`src/rtl/sdram_client_port.sv`:
```
// sdram_client_port: one SDRAM master's side of the arbiter req/ack handshake.
// Takes one burst job, requests the grant, then issues per-beat commands, drains read returns and releases req.
module sdram_client_port #(
  parameter int ADDR_W = 24,
  parameter int DATA_W = 16,
  parameter int LEN_W  = 8
) (
  input  logic              clk,
  input  logic              rst_n,
  input  logic              usr_valid,
  output logic              usr_ready,
  input  logic              usr_we,
  input  logic [ADDR_W-1:0] usr_addr,
  input  logic [LEN_W-1:0]  usr_len,
  input  logic [DATA_W-1:0] usr_wdata,
  input  logic              usr_wvalid,
  output logic              usr_wready,
  output logic [DATA_W-1:0] usr_rdata,
  output logic              usr_rvalid,
  output logic              usr_done,
  output logic              usr_err,
  output logic              req,
  input  logic              ack,
  output logic              mem_cmd_valid,
  input  logic              mem_cmd_ready,
  output logic              mem_we,
  output logic [ADDR_W-1:0] mem_addr,
  output logic [DATA_W-1:0] mem_wdata,
  input  logic [DATA_W-1:0] mem_rdata,
  input  logic              mem_rvalid
);
  typedef enum logic [2:0] {IDLE, REQ, XFER, DRAIN, RELEASE} state_t;
  state_t              r_state;
  logic                r_we;
  logic                r_req;
  logic                r_done;
  logic                r_err;
  logic                r_rvalid;
  logic [DATA_W-1:0]   r_rdata;
  logic [ADDR_W-1:0]   r_addr;
  logic [LEN_W:0]      r_total;
  logic [LEN_W:0]      r_issued;
  logic [LEN_W:0]      r_returned;
  logic                w_fire;
  logic                w_ret;
  logic                w_last;
  logic [LEN_W:0]      w_ret_cnt;
  assign usr_ready     = r_state == IDLE;
  assign mem_cmd_valid = (r_state == XFER) && ack && (usr_wvalid || !r_we);
  assign w_fire        = mem_cmd_valid && mem_cmd_ready;
  // returns count in XFER too, including the cycle a command fires
  assign w_ret         = mem_rvalid && !r_we && (r_state == XFER || r_state == DRAIN);
  assign w_ret_cnt     = r_returned + {{LEN_W{1'b0}}, w_ret};
  assign w_last        = w_fire && (r_issued + (LEN_W+1)'(1) == r_total);
  assign usr_wready    = w_fire && r_we;
  assign mem_we        = r_we;
  assign mem_addr      = r_addr;
  assign mem_wdata     = usr_wdata;
  assign usr_rdata     = r_rdata;
  assign usr_rvalid    = r_rvalid;
  assign usr_done      = r_done;
  assign usr_err       = r_err;
  assign req           = r_req;
  always_ff @(posedge clk or negedge rst_n) begin
    if (!rst_n) begin
      r_state    <= IDLE;
      r_we       <= 1'b0;
      r_req      <= 1'b0;
      r_done     <= 1'b0;
      r_err      <= 1'b0;
      r_rvalid   <= 1'b0;
      r_rdata    <= '0;
      r_addr     <= '0;
      r_total    <= '0;
      r_issued   <= '0;
      r_returned <= '0;
    end else begin
      r_done   <= 1'b0;
      r_rvalid <= w_ret;
      if (w_ret) r_rdata <= mem_rdata;
      if (w_ret) r_returned <= w_ret_cnt;
      if (w_fire) begin
        r_addr   <= r_addr + ADDR_W'(1);
        r_issued <= r_issued + (LEN_W+1)'(1);
      end
      case (r_state)
        IDLE: if (usr_valid) begin
          r_we       <= usr_we;
          r_addr     <= usr_addr;
          r_total    <= (LEN_W+1)'(usr_len) + (LEN_W+1)'(1);
          r_issued   <= '0;
          r_returned <= '0;
          r_err      <= 1'b0;
          r_req      <= 1'b1;
          r_state    <= REQ;
        end
        REQ: if (ack) r_state <= XFER;
        XFER: if (!ack) begin
          r_err   <= 1'b1;
          r_req   <= 1'b0;
          r_state <= RELEASE;
        end else if (w_last) begin
          r_req   <= !(r_we || w_ret_cnt == r_total);
          r_state <= (r_we || w_ret_cnt == r_total) ? RELEASE : DRAIN;
        end
        DRAIN: if (!ack) begin
          r_err   <= 1'b1;
          r_req   <= 1'b0;
          r_state <= RELEASE;
        end else if (w_ret_cnt == r_total) begin
          r_req   <= 1'b0;
          r_state <= RELEASE;
        end
        RELEASE: if (!ack) begin
          r_done  <= 1'b1;
          r_state <= IDLE;
        end
        default: r_state <= IDLE;
      endcase
    end
  end
endmodule

```
`config.mk`:
```
export PLATFORM = sky130hd
export DESIGN_NAME = sdram_client_port
export DESIGN_NICKNAME = d
export VERILOG_FILES = /design/src/rtl/sdram_client_port.sv
export SDC_FILE = /design/constraint.sdc
export NUM_CORES = 1
export LEC_CHECK = 0
export ABC_AREA = 1
export CAP_MARGIN = 20
export CORE_MARGIN = 2
export CORE_UTILIZATION = 49
export CTS_BUF_LIST = sky130_fd_sc_hd__clkbuf_4 sky130_fd_sc_hd__clkbuf_8
export DETAILED_ROUTE_END_ITERATION = 7
export PLACE_DENSITY = 0.87
export SYNTH_ARGS = -nofsm -noshare
export SYNTH_HDL_FRONTEND = slang
export SYNTH_SLANG_ARGS = --single-unit
```
`constraint.sdc`:
```
create_clock -name clk -period 3 [get_ports clk]
set_input_delay 0.45 -clock clk [delete_from_list [all_inputs] [get_ports clk]]
set_output_delay 0.45 -clock clk [all_outputs]
set_load 0.02 [all_outputs]
```
==> results of run 1 <==
## kinds of logic after synthesis
logic type	count (synthesis)
and+or+nand+nor	338
buffers and inverters	118
AOI/OAI and AO/OA	95
DFF	75
xor gates and xnor gates	19
adders and majority gates	5
## layout make-up
class,count,share of cell area
inverter,83,0.05347
timing repair buffer,109,0.1864
tap,111,0.02384
clock inverter,3,0.006871
sequential,75,0.3223
multi-input combinational,457,0.3822
clock buffer,11,0.02491
## cell usage in the layout, fill, tap and decap left out, drive strengths merged
| cell type | instances |
|---|---|
| nand2 | 204 |
| clkdlybuf4s50 | 102 |
| inv | 83 |
| dfrtp | 75 |
| nor2 | 58 |
| o21ai | 55 |
| nand3 | 46 |
| a21oi | 21 |
| xor2 | 16 |
| nand4 | 12 |
| clkbuf | 11 |
| nor3 | 10 |
| buf | 7 |
| o211ai | 6 |
| ha | 5 |
| a31oi | 4 |
| nor3b | 3 |
| o21bai | 3 |
| xnor2 | 3 |
| and2 | 2 |
| nand3b | 2 |
| a22oi | 2 |
| o22ai | 2 |
| clkinv | 2 |
| nor4 | 1 |
| o21ba | 1 |
| a211oi | 1 |
| bufinv | 1 |
## what timing repair did
item,in CTS,in global routing
endpoints found under the setup margin,0,4
endpoints found under the hold margin,0,0
gates resized for setup,0,4
## worst paths after layout
| check | start | to | slack (ns) | cells after the start |
|---|---|---|---|---|
| worst max-delay path | r_state[0]$_DFFE_PN0P_ | r_state[0]$_DFFE_PN0P_ | 0.30 | 21 |
| worst min-delay path | rst_n | mem_addr[16]$_DFF_PN0_ | 0.24 | 1 |
| worst max register to register | r_state[0]$_DFFE_PN0P_ | r_state[0]$_DFFE_PN0P_ | 0.30 | 21 |
| worst min register to register | usr_rdata[3]$_DFFE_PN0N_ | usr_rdata[3]$_DFFE_PN0N_ | 0.49 | 2 |
| max in group asynchronous | rst_n | r_state[0]$_DFFE_PN0P_ | 2.10 | 1 |
| min in group clk | usr_rdata[3]$_DFFE_PN0N_ | usr_rdata[3]$_DFFE_PN0N_ | 0.49 | 2 |
## routing by layer
| layer | GRT usage | vias up | wire [um] |
|---|---|---|---|
| li1 | - | 2227 | - |
| met1 | 0.2972 | 2092 | 5156 |
| met2 | 0.4256 | 192 | 5834 |
| met3 | 0.05132 | 35 | 828 |
| met4 | 0.08325 | 0 | 295 |
| met5 | 0 | - | 0 |
## critical path: stages, from the launching register on
cell and delay, ns:
dfrtp_2 0.46, nor2_2 0.15, nand2_2 0.11, nand2_1 0.08, nand3_1 0.09, inv_1 0.09, ha_2 0.24, ha_4 0.17
nand2_1 0.09, inv_1 0.10, nand2_1 0.06, nand2_1 0.09, nand2_1 0.08, nand2_1 0.06, nand3_1 0.07, nor2_1 0.10
nand2_1 0.09, nand2_1 0.11, nand2_2 0.07, nor2_2 0.13, nand2_1 0.11, nand2_1 0.08
## flip-flops by register name, summed over array words and instances, names as in the netlist
signal      cells
r_returned      9
r_issued        9
mem_we          1
r_total         9
usr_err         1
usr_rdata      16
r_state         3
mem_addr       24
usr_done        1
usr_rvalid      1
req             1
## power groups by stage
| stage | registers [W] | clock network (W) | logic (W) |
|---|---|---|---|
| 6_report | 0.00195 | 0.000767 | 0.00279 |
| 2_1_floorplan | 0.00215 | 0 | 0.00147 |
| 3_3_place_gp | 0.00192 | 0 | 0.00270 |
| 5_1_grt | 0.00201 | 0.000827 | 0.00312 |
| 4_1_cts | 0.00193 | 0.000780 | 0.00279 |
| 3_5_place_dp | 0.00194 | 0 | 0.00278 |
## through the flow
stage          instances  area (um^2)  power, W
6_report             849         5827  0.005510
5_1_grt              849         5827  0.005957
4_1_cts              849         5811  0.005502
3_5_place_dp         835         5625  0.004717
3_3_place_gp         835         5625  0.004611
2_1_floorplan        650         4599  0.003622
==> flow_summary.json, run 1 <==
{
  "outcome": "completed",
  "maxSlewHeadroom": 0.3754,
  "routed_wl_um": 12120,
  "syn_area_um2": 4599,
  "max_freq_ghz": 0.3703,
  "yosysWarnings": 0,
  "worst_ep_arrival_time_ns": 2.98,
  "first_iter_violations": 302,
  "hold_path.class": "in2async",
  "root_buffer": "clkbuf_8",
  "syn-num-nets": 727,
  "diodes": 0,
  "routedWlPerCell_um": 14.27,
  "die_h_um": 100.9,
  "start_kind": "flip-flop",
  "numCtsBuffers": 9,
  "netlist_instances": 650,
  "postCtsSetupBuffers": 0,
  "hold_viol_final": 0,
  "synth.top_cell.area_share": 0.4081,
  "worstSkewPairLatency_ns": 0.35,
  "yosysMostFrequentCell": "nand2_1",
  "synthFlopType": "dfrtp_1",
  "yosys.area_share.simple": 0.3180,
  "cellLeakagePower_nw": 2.778,
  "synth_area_per_cell_um2": 7.076,
  "ant_nets": 0,
  "p_sw_frac": 0.4468,
  "final_layout_size_suffix_gt1_frac": 0.05420,
  "setup_ws_ns": 0.2997,
  "fin_skew_ns": 0.01051,
  "portBuffers": 103,
  "h-tree-depth": 3,
  "start_util": 0.5025,
  "synthXorXnorAreaFrac": 0.03618,
  "synthDistinctLibCells": 34,
  "cts_tree": "built",
  "synth_commonest_cells": "nand2_1, inv_1, dfrtp_1",
  "pwr-share-seq": 0.354,
  "min_period_over_period": 0.9001,
  "place_ws_ns": 0.1115,
  "cap_violations": 0,
  "clockBufferDepth": 2,
  "avgViaCountPerCell": 5.355,
  "synth_edf_count": 0,
  "drc_errors": 0,
  "final_util": 0.6366,
  "fillers": 780,
  "groute.usage.overall": 0.2434,
  "combPwrFrac": 0.507,
  "synth_top_family_by_area": "simple AND/OR/NAND/NOR gates",
  "ys_seq_area_frac": 0.4081,
  "overflow": 0,
  "seq_area_um2": 1878,
  "vias": 4546,
  "die_area_um2": 10180,
  "ys_seq_elements": 75,
  "period_needed_ns": 2.700,
  "synth_mux_area_frac": 0,
  "drv_slew": 0,
  "rows": 35,
  "p_switching_w": 0.002462,
  "critPathMaxFanout": 6,
  "synth_area_leader_cell": "dfrtp_1",
  "setup_tns_ns": 0,
  "rsz0062_at_grt": "no",
  "final_nets": 812,
  "worstPathRequired_ns": 3.28,
  "tightest_slew_ns": 0.9370,
  "clkSinkCount": 75,
  "die_w_um": 100.9,
  "setup_viol": 0,
  "core_region_area_um2": 9153,
  "clkPwrFrac": 0.139,
  "grt_pass1_vias": 4427,
  "p_per_area_nw_per_um2": 945.7,
  "peakVddDrop_mv": 0.4701,
  "drtPass1Iterations": 7,
  "gp_congestion": 0.9544,
  "grt_antenna_before_repair": 0,
  "fin_hold_ws_ns": 0.2370,
  "grt_pass1_wl_um": 19990,
  "areaGrowthSynthToFinish_pct": 26.69,
  "hold_buffers": 0,
  "multi_input_area_um2": 2227,
  "clkTransAtPathRegs_ns": 0.08,
  "end_kind": "flip-flop",
  "synthArstFlopShare": 1.000,
  "synth_compound_area_frac": 0.1126,
  "synth_fa_ha_area_frac": 0.01360,
  "post-dp-hpwl_um": 8956,
  "synth.area.top_cells": "dfrtp_1, nand2_1, inv_1, o21ai_0, nand3_1",
  "grt_max_degree": 76,
  "p_int_w": 0.003048,
  "worstSetupPathType": "reg2reg",
  "ios": 136
}
No activity file was read; power rests on OpenSTA's default activity.
==> inputs of run 2 (changes only) <==
SLEW_MARGIN = 15   (was default)
==> results of run 2 <==
The final DEF is identical to that of run 1; final timing and power are the same.
